### src/rtl/core_pkg.sv
// Shared core definitions: register addressing, forward-select
// encoding and the hazard scoreboard entry layout.
package core_pkg;

  localparam int REG_ADDR_W    = 5;
  localparam int FWD_DEPTH_DEF = 3;

  localparam int FWD_RF = 0;
  localparam int FWD_EX = 1;
  localparam int FWD_DM = 2;
  localparam int FWD_WB = 3;

  typedef struct packed {
    logic                  v;
    logic [REG_ADDR_W-1:0] rd;
    logic                  ld;
  } sb_entry_t;

  function automatic int fwd_sel_w(input int depth);
    return $clog2(depth + 1);
  endfunction

endpackage

### src/rtl/hazard_match.sv
// Per-operand priority encoder over the destination scoreboard.
// Youngest matching producer wins; stage-1 load match flags load-use.
module hazard_match #(
  parameter int REG_ADDR_W = 5,
  parameter int FWD_DEPTH  = 3,
  parameter int ZERO_REG   = 1,
  parameter int SW         = 2
) (
  input  logic                                 id_valid,
  input  logic [REG_ADDR_W-1:0]                rs,
  input  logic                                 use_rs,
  input  logic [FWD_DEPTH:1]                   sb_v,
  input  logic [FWD_DEPTH:1][REG_ADDR_W-1:0]   sb_rd,
  input  logic                                 ex_ld,
  output logic [SW-1:0]                        sel,
  output logic                                 load_hit
);
  import core_pkg::*;

  logic rs_ok;
  logic req;

  // register 0 never produces a dependency when hard-wired to zero
  always_comb begin
    rs_ok = (ZERO_REG == 0) ? 1'b1 : (rs != '0);
    req   = id_valid & use_rs & rs_ok;
  end

  // scan oldest to youngest so the youngest match overrides
  always_comb begin
    sel      = SW'(FWD_RF);
    load_hit = 1'b0;
    for (int k = FWD_DEPTH; k >= 1; k--) begin
      if (req && sb_v[k] && (sb_rd[k] == rs))
        sel = SW'(k);
    end
    if (req && sb_v[1] && (sb_rd[1] == rs) && ex_ld)
      load_hit = 1'b1;
  end

endmodule

### src/rtl/pipeline_hazard_unit.sv
// Hazard/forwarding controller: destination scoreboard, EX operand
// forward selects, load-use stall, flush bubbles, stall counter.
module pipeline_hazard_unit #(
  parameter int REG_ADDR_W = core_pkg::REG_ADDR_W,
  parameter int FWD_DEPTH  = core_pkg::FWD_DEPTH_DEF,
  parameter int ZERO_REG   = 1,
  parameter int CNT_W      = 16,
  localparam int SW        = $clog2(FWD_DEPTH + 1)
) (
  input  logic                  clk,
  input  logic                  reset,
  input  logic                  id_valid,
  input  logic [REG_ADDR_W-1:0] id_rs_a,
  input  logic [REG_ADDR_W-1:0] id_rs_b,
  input  logic                  id_use_a,
  input  logic                  id_use_b,
  input  logic [REG_ADDR_W-1:0] id_rd,
  input  logic                  id_wr,
  input  logic                  id_load,
  input  logic                  flush,
  output logic [SW-1:0]         fwd_sel_a,
  output logic [SW-1:0]         fwd_sel_b,
  output logic                  stall,
  output logic                  issue_valid,
  output logic [CNT_W-1:0]      stall_cnt
);
  import core_pkg::*;

  logic [FWD_DEPTH:1]                 sb_v;
  logic [FWD_DEPTH:1]                 sb_ld;
  logic [FWD_DEPTH:1][REG_ADDR_W-1:0] sb_rd;

  logic [SW-1:0] sel_a;
  logic [SW-1:0] sel_b;
  logic          hit_a;
  logic          hit_b;

  hazard_match #(
    .REG_ADDR_W (REG_ADDR_W),
    .FWD_DEPTH  (FWD_DEPTH),
    .ZERO_REG   (ZERO_REG),
    .SW         (SW)
  ) u_match_a (
    .id_valid (id_valid),
    .rs       (id_rs_a),
    .use_rs   (id_use_a),
    .sb_v     (sb_v),
    .sb_rd    (sb_rd),
    .ex_ld    (sb_ld[1]),
    .sel      (sel_a),
    .load_hit (hit_a)
  );

  hazard_match #(
    .REG_ADDR_W (REG_ADDR_W),
    .FWD_DEPTH  (FWD_DEPTH),
    .ZERO_REG   (ZERO_REG),
    .SW         (SW)
  ) u_match_b (
    .id_valid (id_valid),
    .rs       (id_rs_b),
    .use_rs   (id_use_b),
    .sb_v     (sb_v),
    .sb_rd    (sb_rd),
    .ex_ld    (sb_ld[1]),
    .sel      (sel_b),
    .load_hit (hit_b)
  );

  // flush beats stall; everything reads 0 while reset is held
  always_comb begin
    fwd_sel_a   = reset ? sel_a : SW'(FWD_RF);
    fwd_sel_b   = reset ? sel_b : SW'(FWD_RF);
    stall       = reset & (hit_a | hit_b) & ~flush;
    issue_valid = reset & id_valid & ~stall & ~flush;
  end

  // scoreboard shift; stall/flush/idle drops a bubble into EX
  always_ff @(posedge clk or negedge reset) begin
    if (!reset) begin
      sb_v  <= '0;
      sb_ld <= '0;
      sb_rd <= '0;
    end else begin
      for (int k = 2; k <= FWD_DEPTH; k++) begin
        sb_v[k]  <= sb_v[k-1];
        sb_ld[k] <= sb_ld[k-1];
        sb_rd[k] <= sb_rd[k-1];
      end
      sb_v[1]  <= issue_valid & id_wr;
      sb_ld[1] <= id_load;
      sb_rd[1] <= id_rd;
    end
  end

  // saturating count of stalled cycles
  always_ff @(posedge clk or negedge reset) begin
    if (!reset)
      stall_cnt <= '0;
    else if (stall && (stall_cnt != {CNT_W{1'b1}}))
      stall_cnt <= stall_cnt + CNT_W'(1);
  end

endmodule
### config.mk
export PLATFORM = sky130hd
export DESIGN_NAME = pipeline_hazard_unit
export DESIGN_NICKNAME = d
export VERILOG_FILES = /design/src/rtl/core_pkg.sv /design/src/rtl/hazard_match.sv /design/src/rtl/pipeline_hazard_unit.sv
export SDC_FILE = /design/constraint.sdc
export NUM_CORES = 1
export LEC_CHECK = 0
export BUFFER_PORTS_ARGS = -buffer_cell sky130_fd_sc_hd__buf_2
export CAP_MARGIN = 20
export CELL_PAD_IN_SITES_DETAIL_PLACEMENT = 2
export CELL_PAD_IN_SITES_GLOBAL_PLACEMENT = 2
export CORE_ASPECT_RATIO = 0.7
export CORE_MARGIN = 2
export CORE_UTILIZATION = 30
export DETAILED_ROUTE_END_ITERATION = 8
export GPL_ROUTABILITY_DRIVEN = 0
export PLACE_DENSITY_LB_ADDON = 0.08
export SLEW_MARGIN = 0
export SYNTH_ARGS = -nofsm -noshare
export SYNTH_HDL_FRONTEND = slang
export SYNTH_SLANG_ARGS = --single-unit
### constraint.sdc
create_clock -name clk -period 1.7 [get_ports clk]
set_input_delay 0.255 -clock clk [delete_from_list [all_inputs] [get_ports clk]]
set_output_delay 0.255 -clock clk [all_outputs]
set_load 0.03 [all_outputs]
==> results_dict.tcl <==
set metrics [dict create \
    die_area_mm2 0.006568 \
    grt_max_degree 26 \
    fp.dieW_um 96.02 \
    drt_iter0_drc 79 \
    period_share 1.417 \
    finClkSkew_ns 0.01615 \
    cts.sinks 35 \
    fillers 567 \
    cts_tree "done" \
    ys_seq_area_frac 0.4926 \
    fmax_mhz 415.0 \
    cp.required_ns 1.44 \
    nets 302 \
    layout_commonest_cell "buf_4" \
    syn_area_per_cell_um2 11.11 \
    dp_hpwl_um 4883 \
    clk_pin_slew_ns 0.09 \
    outcome "finished with violations" \
    worstSetupPathType "reg2out" \
    clock_latency_ns 0.31 \
    diodes 0 \
    gr-total-overflow 0 \
    avgViaCountPerCell 5.105 \
    power_density_mw_per_mm2 623.1 \
    slew_headroom 0.6749 \
    setup_slack_ns -0.7094 \
    worst_pin_slew_ns 0.4860 \
    routed-via-count 1807 \
    synth_seq_cells 35 \
    leakage_nw 1.513 \
    cts-root-buf "clkbuf_8" \
    cp.arrival_ns 2.15 \
    coreArea_mm2 0.005727 \
    min_period_ns 2.409 \
    cts_buffers 5 \
    synth_area_leaders "dfrtp_1 49%, xnor2_1 13%, xor2_1 8.9%, nand2_1 3.2%, nor4_1 2.8%" \
    finalMaxSlewViolations 0 \
    yosysWarnings 0 \
    vdd.ir_drop.worst_uv 619.7 \
    hold_path.class "in2reg" \
    cp-end-kind "primary output" \
    synth.distinct_cells 28 \
    yosysTopAreaCellShare 0.4926 \
    dieHeight_um 68.41 \
    crit_fanout 2 \
    initial_core_util 0.3105 \
    r2r_cells 9 \
    most-common-layout-cells "56 x buf_4, 37 x buf_2, 30 x dfrtp_1, 18 x xnor2_1, 17 x xor2_1" \
    hold_depth 1 \
    drt_pass1_iterations 4 \
    grt_pass1_wl_um 11850 \
    synth_nets 184 \
    synth_cells 160 \
    worstSetupStartpointType "flop" \
    track_usage 0.2570 \
    drive_gt1_frac 0.6201 \
    setup_violations 23 \
    synth_top_cell_by_area "dfrtp_1" \
    ant_nets 0 \
    holdWs_ns 0.04511 \
    area_growth_pct 78.89 \
    totalWireLength_um 9238 \
    wl_per_cell_um 26.10 \
    num_io_pins 45 \
    cts.path.max_buffers 2 \
    antenna_found_initial 0 \
    p_total_mw 1.982 \
    netlist_area_mm2 0.001778 \
    numPortBuffers 44 \
    violations "negative setup slack" \
    rows 23 \
    hold_violations 0 \
    cts_max_level 2 \
    grt_pass1_vias 1942 \
    drcViolationCount 0 \
    cap_violations 0 \
    rsz0062_at_grt "true" \
]
==> worst max-delay path, stage by stage, from the launching register on <==
cell	delay (ns)
dfrtp_1	0.46
xnor2_2	0.22
nand4_1	0.19
nor4_4	0.36
nor2_1	0.11
nor3b_2	0.29
buf_4	0.22
==> through the flow <==
stage	utilization	setup WS, ns	TNS [ns]	instances	cell area [um^2]
after detailed placement	0.4398	-0.5480	-8.746	326	2519
after global routing	0.5554	-0.8153	-14.87	354	3181
after CTS	0.5132	-0.5142	-8.476	346	2939
after floorplan	-	-0.1472	-1.402	160	1852
after global placement	0.4398	-0.3801	-7.010	326	2519
final	0.5554	-0.7094	-12.07	354	3181
==> worst paths after layout <==
path / to / slack (ns) / startpoint
worst max-delay path: fwd_sel_b[1] / -0.71 / sb_rd[11]
max in group asynchronous: sb_v[3] / 0.69 / reset
worst min-delay path: sb_ld[1] / 0.05 / id_load
min in group asynchronous: stall_cnt[9] / 0.18 / reset
worst min register to register: sb_v[3] / 0.40 / sb_v[2]
worst max register to register: stall_cnt[6] / -0.62 / sb_rd[2]
==> cells in the mapped netlist (all sizes together) <==
library cell and n:
and4 1, nor3b 3, and2 2, inv 3
nor2b 3, dfrtp 35, o21a 1, ha 1
nor2 11, o2111ai 1, or4 3, o21ai 2
nor4 11, o211ai 1, mux2 1, xnor2 27
nand3 5, o311a 1, xor2 18, and3 2
a21oi 2, nor3 3, nand2 15, nand4 7
or2 1
==> state kept, by name, indices dropped and copies added, names as in the netlist <==
register and cells:
sb_rd 15, sb_ld 1, sb_v 3, stall_cnt 16
==> final cells by class <==
cell class                 instances  area, um^2  share of cell area
clock buffer                       5       68.82             0.02164
clock inverter                     3       43.79             0.01377
inverter                           3       11.26            0.003541
multi-input combinational        122        1261              0.3965
sequential                        35       882.1              0.2773
tap                               75       93.84             0.02950
timing repair buffer             111       819.5              0.2577
==> where the power goes <==
group	leakage, nW	switching, mW	internal (mW)
sequential	0.438	0.0266	0.853
combinational	1.02	0.157	0.128
clock	0.0581	0.379	0.438
==> kinds of logic after synthesis <==
logic type               after synthesis  share of synthesized area
AO/OA/AOI/OAI                          8                    0.04223
buffers and inverters                  3                   0.006333
adder cells (fa/ha/maj)                1                   0.007036
XOR/XNOR                              45                     0.2217
AND/OR/NAND/NOR                       67                     0.2238
flip-flops                            35                     0.4926
multiplexers                           1                   0.006333
==> routing by layer <==
metal / wire length (um) / up-vias / track usage
met5: 0 / - / 0
met4: 140 / 0 / 0.02143
met3: 294 / 10 / 0.03965
met2: 4665 / 49 / 0.4635
met1: 4138 / 954 / 0.3401
li1: - / 794 / -
==> what timing repair did <==
item / 4_1_cts / 5_1_grt
hold buffers: 1 / 0
gates resized for setup: 44 / 33
endpoints found under the hold margin: 10 / 0
endpoints found under the setup margin: 23 / 23
pin swaps: 28 / 24
buffers inserted: 11 / 14
(Power assumes the default switching activity.)
